`src/rtl/load_store_unit.sv`:
```
// Memory-access stage: drives a single-outstanding req/gnt/rvalid data bus,
// splits misaligned accesses into two aligned words and extends load results.
module load_store_unit (
  input  logic        clk,
  input  logic        rst,
  input  logic        valid_l3,
  input  logic [31:0] addr_l3,
  input  logic [31:0] wdata_l3,
  input  logic        ins_lb_l3,
  input  logic        ins_lh_l3,
  input  logic        ins_lw_l3,
  input  logic        ins_lbu_l3,
  input  logic        ins_lhu_l3,
  input  logic        ins_sb_l3,
  input  logic        ins_sh_l3,
  input  logic        ins_sw_l3,
  output logic        stall_l3,
  output logic        done_l3,
  output logic [31:0] rdata_l3,
  output logic        mem_req,
  output logic        mem_we,
  output logic [31:0] mem_addr,
  output logic [3:0]  mem_be,
  output logic [31:0] mem_wdata,
  input  logic        mem_gnt,
  input  logic        mem_rvalid,
  input  logic [31:0] mem_rdata
);

  typedef enum logic [2:0] {S_IDLE, S_REQ0, S_WAIT0, S_REQ1, S_WAIT1, S_DONE} state_t;

  state_t      r_state, w_state_next;
  logic [31:0] r_addr, r_wdata, r_r0, r_rdata;
  logic [1:0]  r_size;
  logic        r_sext, r_we;

  logic        w_is_mem, w_start, w_sext_in, w_we_in, w_split;
  logic [1:0]  w_size_in, w_off;
  logic [3:0]  w_mask;
  logic [7:0]  w_be8;
  logic [63:0] w_wdata64;
  logic [31:0] w_word0, w_word1, w_r0, w_r1, w_shifted, w_ext;

  assign w_is_mem  = ins_lb_l3 | ins_lh_l3 | ins_lw_l3 | ins_lbu_l3 | ins_lhu_l3 |
                     ins_sb_l3 | ins_sh_l3 | ins_sw_l3;
  assign w_start   = valid_l3 & w_is_mem & (r_state == S_IDLE);
  assign w_sext_in = ins_lb_l3 | ins_lh_l3;
  assign w_we_in   = ins_sb_l3 | ins_sh_l3 | ins_sw_l3;
  // size code: 0 = byte, 1 = half, 2 = word
  assign w_size_in = (ins_lb_l3 | ins_lbu_l3 | ins_sb_l3) ? 2'd0 :
                     (ins_lh_l3 | ins_lhu_l3 | ins_sh_l3) ? 2'd1 : 2'd2;

  assign w_off     = r_addr[1:0];
  assign w_mask    = (r_size == 2'd0) ? 4'b0001 : (r_size == 2'd1) ? 4'b0011 : 4'b1111;
  assign w_be8     = {4'b0000, w_mask} << w_off;
  assign w_split   = |w_be8[7:4];
  assign w_wdata64 = {32'd0, r_wdata} << {w_off, 3'b000};
  assign w_word0   = {r_addr[31:2], 2'b00};
  assign w_word1   = w_word0 + 32'd4;

  // Combine the word arriving this cycle with the one captured earlier
  assign w_r0      = (r_state == S_WAIT0) ? mem_rdata : r_r0;
  assign w_r1      = (r_state == S_WAIT1) ? mem_rdata : 32'd0;
  assign w_shifted = 32'({w_r1, w_r0} >> {w_off, 3'b000});

  always_comb begin
    w_ext = w_shifted;
    case (r_size)
      2'd0:    w_ext = {{24{r_sext & w_shifted[7]}}, w_shifted[7:0]};
      2'd1:    w_ext = {{16{r_sext & w_shifted[15]}}, w_shifted[15:0]};
      default: w_ext = w_shifted;
    endcase
  end

  always_comb begin
    w_state_next = r_state;
    case (r_state)
      S_IDLE:  if (w_start)    w_state_next = S_REQ0;
      S_REQ0:  if (mem_gnt)    w_state_next = S_WAIT0;
      S_WAIT0: if (mem_rvalid) w_state_next = w_split ? S_REQ1 : S_DONE;
      S_REQ1:  if (mem_gnt)    w_state_next = S_WAIT1;
      S_WAIT1: if (mem_rvalid) w_state_next = S_DONE;
      S_DONE:                  w_state_next = S_IDLE;
      default:                 w_state_next = S_IDLE;
    endcase
  end

  always_comb begin
    mem_req   = 1'b0;
    mem_we    = 1'b0;
    mem_addr  = 32'd0;
    mem_be    = 4'd0;
    mem_wdata = 32'd0;
    if (r_state == S_REQ0) begin
      mem_req   = 1'b1;
      mem_we    = r_we;
      mem_addr  = w_word0;
      mem_be    = w_be8[3:0];
      mem_wdata = r_we ? w_wdata64[31:0] : 32'd0;
    end else if (r_state == S_REQ1) begin
      mem_req   = 1'b1;
      mem_we    = r_we;
      mem_addr  = w_word1;
      mem_be    = w_be8[7:4];
      mem_wdata = r_we ? w_wdata64[63:32] : 32'd0;
    end
  end

  assign stall_l3 = ~rst & (w_start | (r_state == S_REQ0) | (r_state == S_WAIT0) |
                            (r_state == S_REQ1) | (r_state == S_WAIT1));
  assign done_l3  = (r_state == S_DONE);
  assign rdata_l3 = r_rdata;

  always_ff @(posedge clk or posedge rst) begin
    if (rst) begin
      r_state <= S_IDLE;
      r_addr  <= 32'd0;
      r_wdata <= 32'd0;
      r_r0    <= 32'd0;
      r_rdata <= 32'd0;
      r_size  <= 2'd0;
      r_sext  <= 1'b0;
      r_we    <= 1'b0;
    end else begin
      r_state <= w_state_next;
      if (w_start) begin
        r_addr  <= addr_l3;
        r_wdata <= wdata_l3;
        r_size  <= w_size_in;
        r_sext  <= w_sext_in;
        r_we    <= w_we_in;
      end
      if ((r_state == S_WAIT0) && mem_rvalid)
        r_r0 <= mem_rdata;
      // Stores leave the previous load result untouched
      if ((w_state_next == S_DONE) && (r_state != S_DONE) && !r_we)
        r_rdata <= w_ext;
    end
  end

endmodule

```
`config.mk`:
```
export PLATFORM = sky130hd
export DESIGN_NAME = load_store_unit
export DESIGN_NICKNAME = d
export VERILOG_FILES = /design/src/rtl/load_store_unit.sv
export SDC_FILE = /design/constraint.sdc
export NUM_CORES = 1
export LEC_CHECK = 0
export CAP_MARGIN = 20
export CORE_ASPECT_RATIO = 0.7
export CORE_MARGIN = 2
export CORE_UTILIZATION = 50
export CTS_CLUSTER_SIZE = 24
export DETAILED_ROUTE_END_ITERATION = 10
export HOLD_SLACK_MARGIN = 0.15
export PLACE_DENSITY = 0.82
export SYNTH_ARGS = -nofsm -noshare
export SYNTH_HDL_FRONTEND = slang
export SYNTH_SLANG_ARGS = --single-unit
```
`constraint.sdc`:
```
create_clock -name clk -period 9.4 [get_ports clk]
set_clock_uncertainty 0.15 [all_clocks]
set_input_delay 1.88 -clock clk [delete_from_list [all_inputs] [get_ports clk]]
set_output_delay 1.88 -clock clk [all_outputs]
set_load 0.05 [all_outputs]
```
==> flow_summary.json <==
{
  "totalWireLength_mm": 24.7,
  "start_kind": "input port",
  "period_needed_ns": 6.75,
  "hp-start": "rdata_l3[7]",
  "synth-edff-count": 0,
  "die_w_um": 159,
  "portBuffers": 210,
  "hold_path_depth": 1,
  "cts_buffers": 17,
  "clock-root-buffer": "clkbuf_16",
  "synth_area_leaders": "dfrtp_1 40%, mux2_2 14%, mux4_2 5.9%",
  "cp-end-kind": "primary output",
  "required_ns": 7.37,
  "fmax_mhz": 148,
  "firstDrtPassIters": 5,
  "cts_sinks": 135,
  "die_h_um": 112,
  "antenna_found_initial": 4,
  "wl_met3_mm": 2.29,
  "yosysTopAreaCell": "dfrtp_1",
  "relSlewSlack_pct": 19.4,
  "core_area_um2": 16300,
  "hold_end": "rdata_l3[7]",
  "setup.worst_path.class": "input port to primary output",
  "rsz0062_at_grt": "no",
  "power.internal_mw": 2.39,
  "ys_warn_count": 0,
  "p_switching_mw": 1.95,
  "yosys.area.top_type_share_pct": 40.4,
  "cellLeakagePower_nw": 4.37,
  "drt_iter0_drc": 574,
  "initial_core_util_pct": 51.1,
  "viasPerCell": 6.10,
  "die_area_um2": 17800,
  "met2_length_mm": 10.8,
  "cts_buffer_depth": 2,
  "wl_per_cell_um": 20.8,
  "worstPathArrival_ns": 4.72,
  "async_flop_share_pct": 100,
  "hold_path.class": "flop to flop",
  "top_layer": "met5",
  "syn2layout_area_growth_pct": 33.6,
  "place_congestion": 0.856,
  "grt_first_pass_wirelength_mm": 38.5,
  "final_common_cell": "clkdlybuf4s50_1",
  "drive_gt1_share_pct": 18.9,
  "clk_pin_slew_worst_paths_ns": 0.06,
  "finalPower_mw": 4.34,
  "setup_violations": 0,
  "vias": 7260,
  "r2r-end": "rdata_l3[7]",
  "cts_tree": "done",
  "grt_max_degree": 72,
  "cts_resized": 0,
  "grt_usage_pct": 28.0,
  "tns_ns": 0,
  "post_cts.repair.setup_buffers": 0,
  "ys_seq_area_share_pct": 40.4,
  "grt_pass1_vias": 7085,
  "htreeDepth": 4,
  "worstSkewPairLatency_ns": 0.42,
  "grt-ovfl-total": 0,
  "dpl.hpwl_mm": 17.1,
  "r2r_slack_ns": 5.97,
  "final_cell_mix": "210 x clkdlybuf4s50_1, 133 x dfrtp_1, 103 x mux2_2",
  "rows": 39,
  "antenna_left": 0,
  "r2r_start": "r_state[0]",
  "syn_area_um2": 8360,
  "power_density_nw_per_um2": 388,
  "met1_length_mm": 11.1,
  "sw_frac_of_total_pct": 45.0,
  "ys_types": 59,
  "cap_violations": 0,
  "power_frac_seq_pct": 27.7,
  "hold_buffers": 0,
  "num-nets-final": 1062,
  "fillers": 1209,
  "peakVddDrop_mv": 0.187,
  "finalHoldViolations": 0,
  "period_share_pct": 71.8,
  "cp_max_fo": 68,
  "pwr-share-comb_pct": 55.3,
  "syn-instance-count": 773,
  "worstMarginPinSlew_ns": 1.21,
  "synth_flop_cell": "dfrtp_1",
  "avgSynthCellArea_um2": 10.8,
  "maxSlewViolCount": 0,
  "outcome": "finished, final reports clean",
  "ys_ff_latch": 135,
  "clkPwrFrac_pct": 17.0,
  "drc": 0,
  "r2r_cells": 7,
  "io_pins": 213
}
## state kept, by name (all words and copies together) (netlist names)
signal / count
r_r0: 32
r_addr: 32
r_sext: 1
r_state: 3
rdata_l3: 32
r_we: 1
r_wdata: 32
r_size: 2
## logic make-up after synthesis
kind of cell / synth area share (%)
and+or+nand+nor: 12.2
muxes: 26.5
AOI/OAI and AO/OA: 13.6
DFF: 40.4
buffers and inverters: 4.22
xor gates and xnor gates: 2.83
adders and majority gates: 0.150
other: 0.0449
## final cells by class
type | instances | area (um2) | share of cell area [%]
clock buffer | 20 | 447 | 4.00
inverter | 10 | 42.5 | 0.381
timing repair buffer | 219 | 2170 | 19.4
antenna | 1 | 2.50 | 0.0224
tap | 225 | 282 | 2.52
multi-input combinational | 569 | 4640 | 41.6
sequential | 135 | 3380 | 30.3
clock inverter | 12 | 199 | 1.78
## cells in the mapped netlist (all sizes together) (9+ instances only)
| library cell | instances |
|---|---|
| and3 | 15 |
| nand3 | 12 |
| dfrtp | 135 |
| mux2i | 48 |
| xor2 | 19 |
| inv | 10 |
| a22oi | 12 |
| mux4 | 22 |
| o21ai | 47 |
| a21oi | 45 |
| o32a | 16 |
| buf | 35 |
| mux2 | 109 |
| nand4 | 10 |
| and2 | 11 |
| nand2b | 9 |
| nor2 | 64 |
| nor3 | 13 |
| clkbuf | 25 |
| o22ai | 9 |
| nand2 | 28 |
## how the worst max path moves through the flow
| stage | start | cells past startpoint | slack, ns | end |
|---|---|---|---|---|
| finish | ins_lbu_l3 | 6 | 2.65 | stall_l3 |
| global route | ins_lh_l3 | 6 | 2.48 | stall_l3 |
| floorplan | rst | 1 | 3.76 | r_addr[0] |
| CTS | ins_lh_l3 | 6 | 2.65 | stall_l3 |
| detailed placement | ins_lbu_l3 | 6 | 2.65 | stall_l3 |
| global placement | ins_lh_l3 | 6 | 2.70 | stall_l3 |
## routing by layer
metal | vias to the layer above | track usage, %
li1 | 3246 | -
met1 | 3593 | 41.1
met2 | 366 | 40.6
met3 | 49 | 8.11
met4 | 6 | 8.17
met5 | - | 0
## worst max-delay path, stage by stage
cell and delay (ns):
clkdlybuf4s50_1 0.46, or4_1 0.62, o21ai_4 0.14, buf_4 0.70, a21oi_1 0.15, clkdlybuf4s50_1 0.75
## power groups by stage
stage	Clock, mW	Sequential [mW]	Combinational, mW
detailed placement	0	1.20	2.37
floorplan	0	1.32	1.59
global route	0.770	1.24	2.54
finish	0.736	1.20	2.40
global placement	0	1.18	2.33
CTS	0.742	1.19	2.39
## through the flow
step | util [%] | hold WS [ns] | cells | worst slack (ns) | cell area (um2)
after floorplan | - | 0.314 | 774 | 3.76 | 8360
after global placement | 64.4 | 0.337 | 1158 | 2.70 | 10500
after detailed placement | 64.4 | 0.344 | 1158 | 2.65 | 10500
after CTS | 68.3 | 0.357 | 1190 | 2.65 | 11200
after global routing | 68.3 | 0.377 | 1190 | 2.48 | 11200
final | 68.3 | 0.357 | 1191 | 2.65 | 11200
Note: power is estimated with default switching activity, not from simulation.
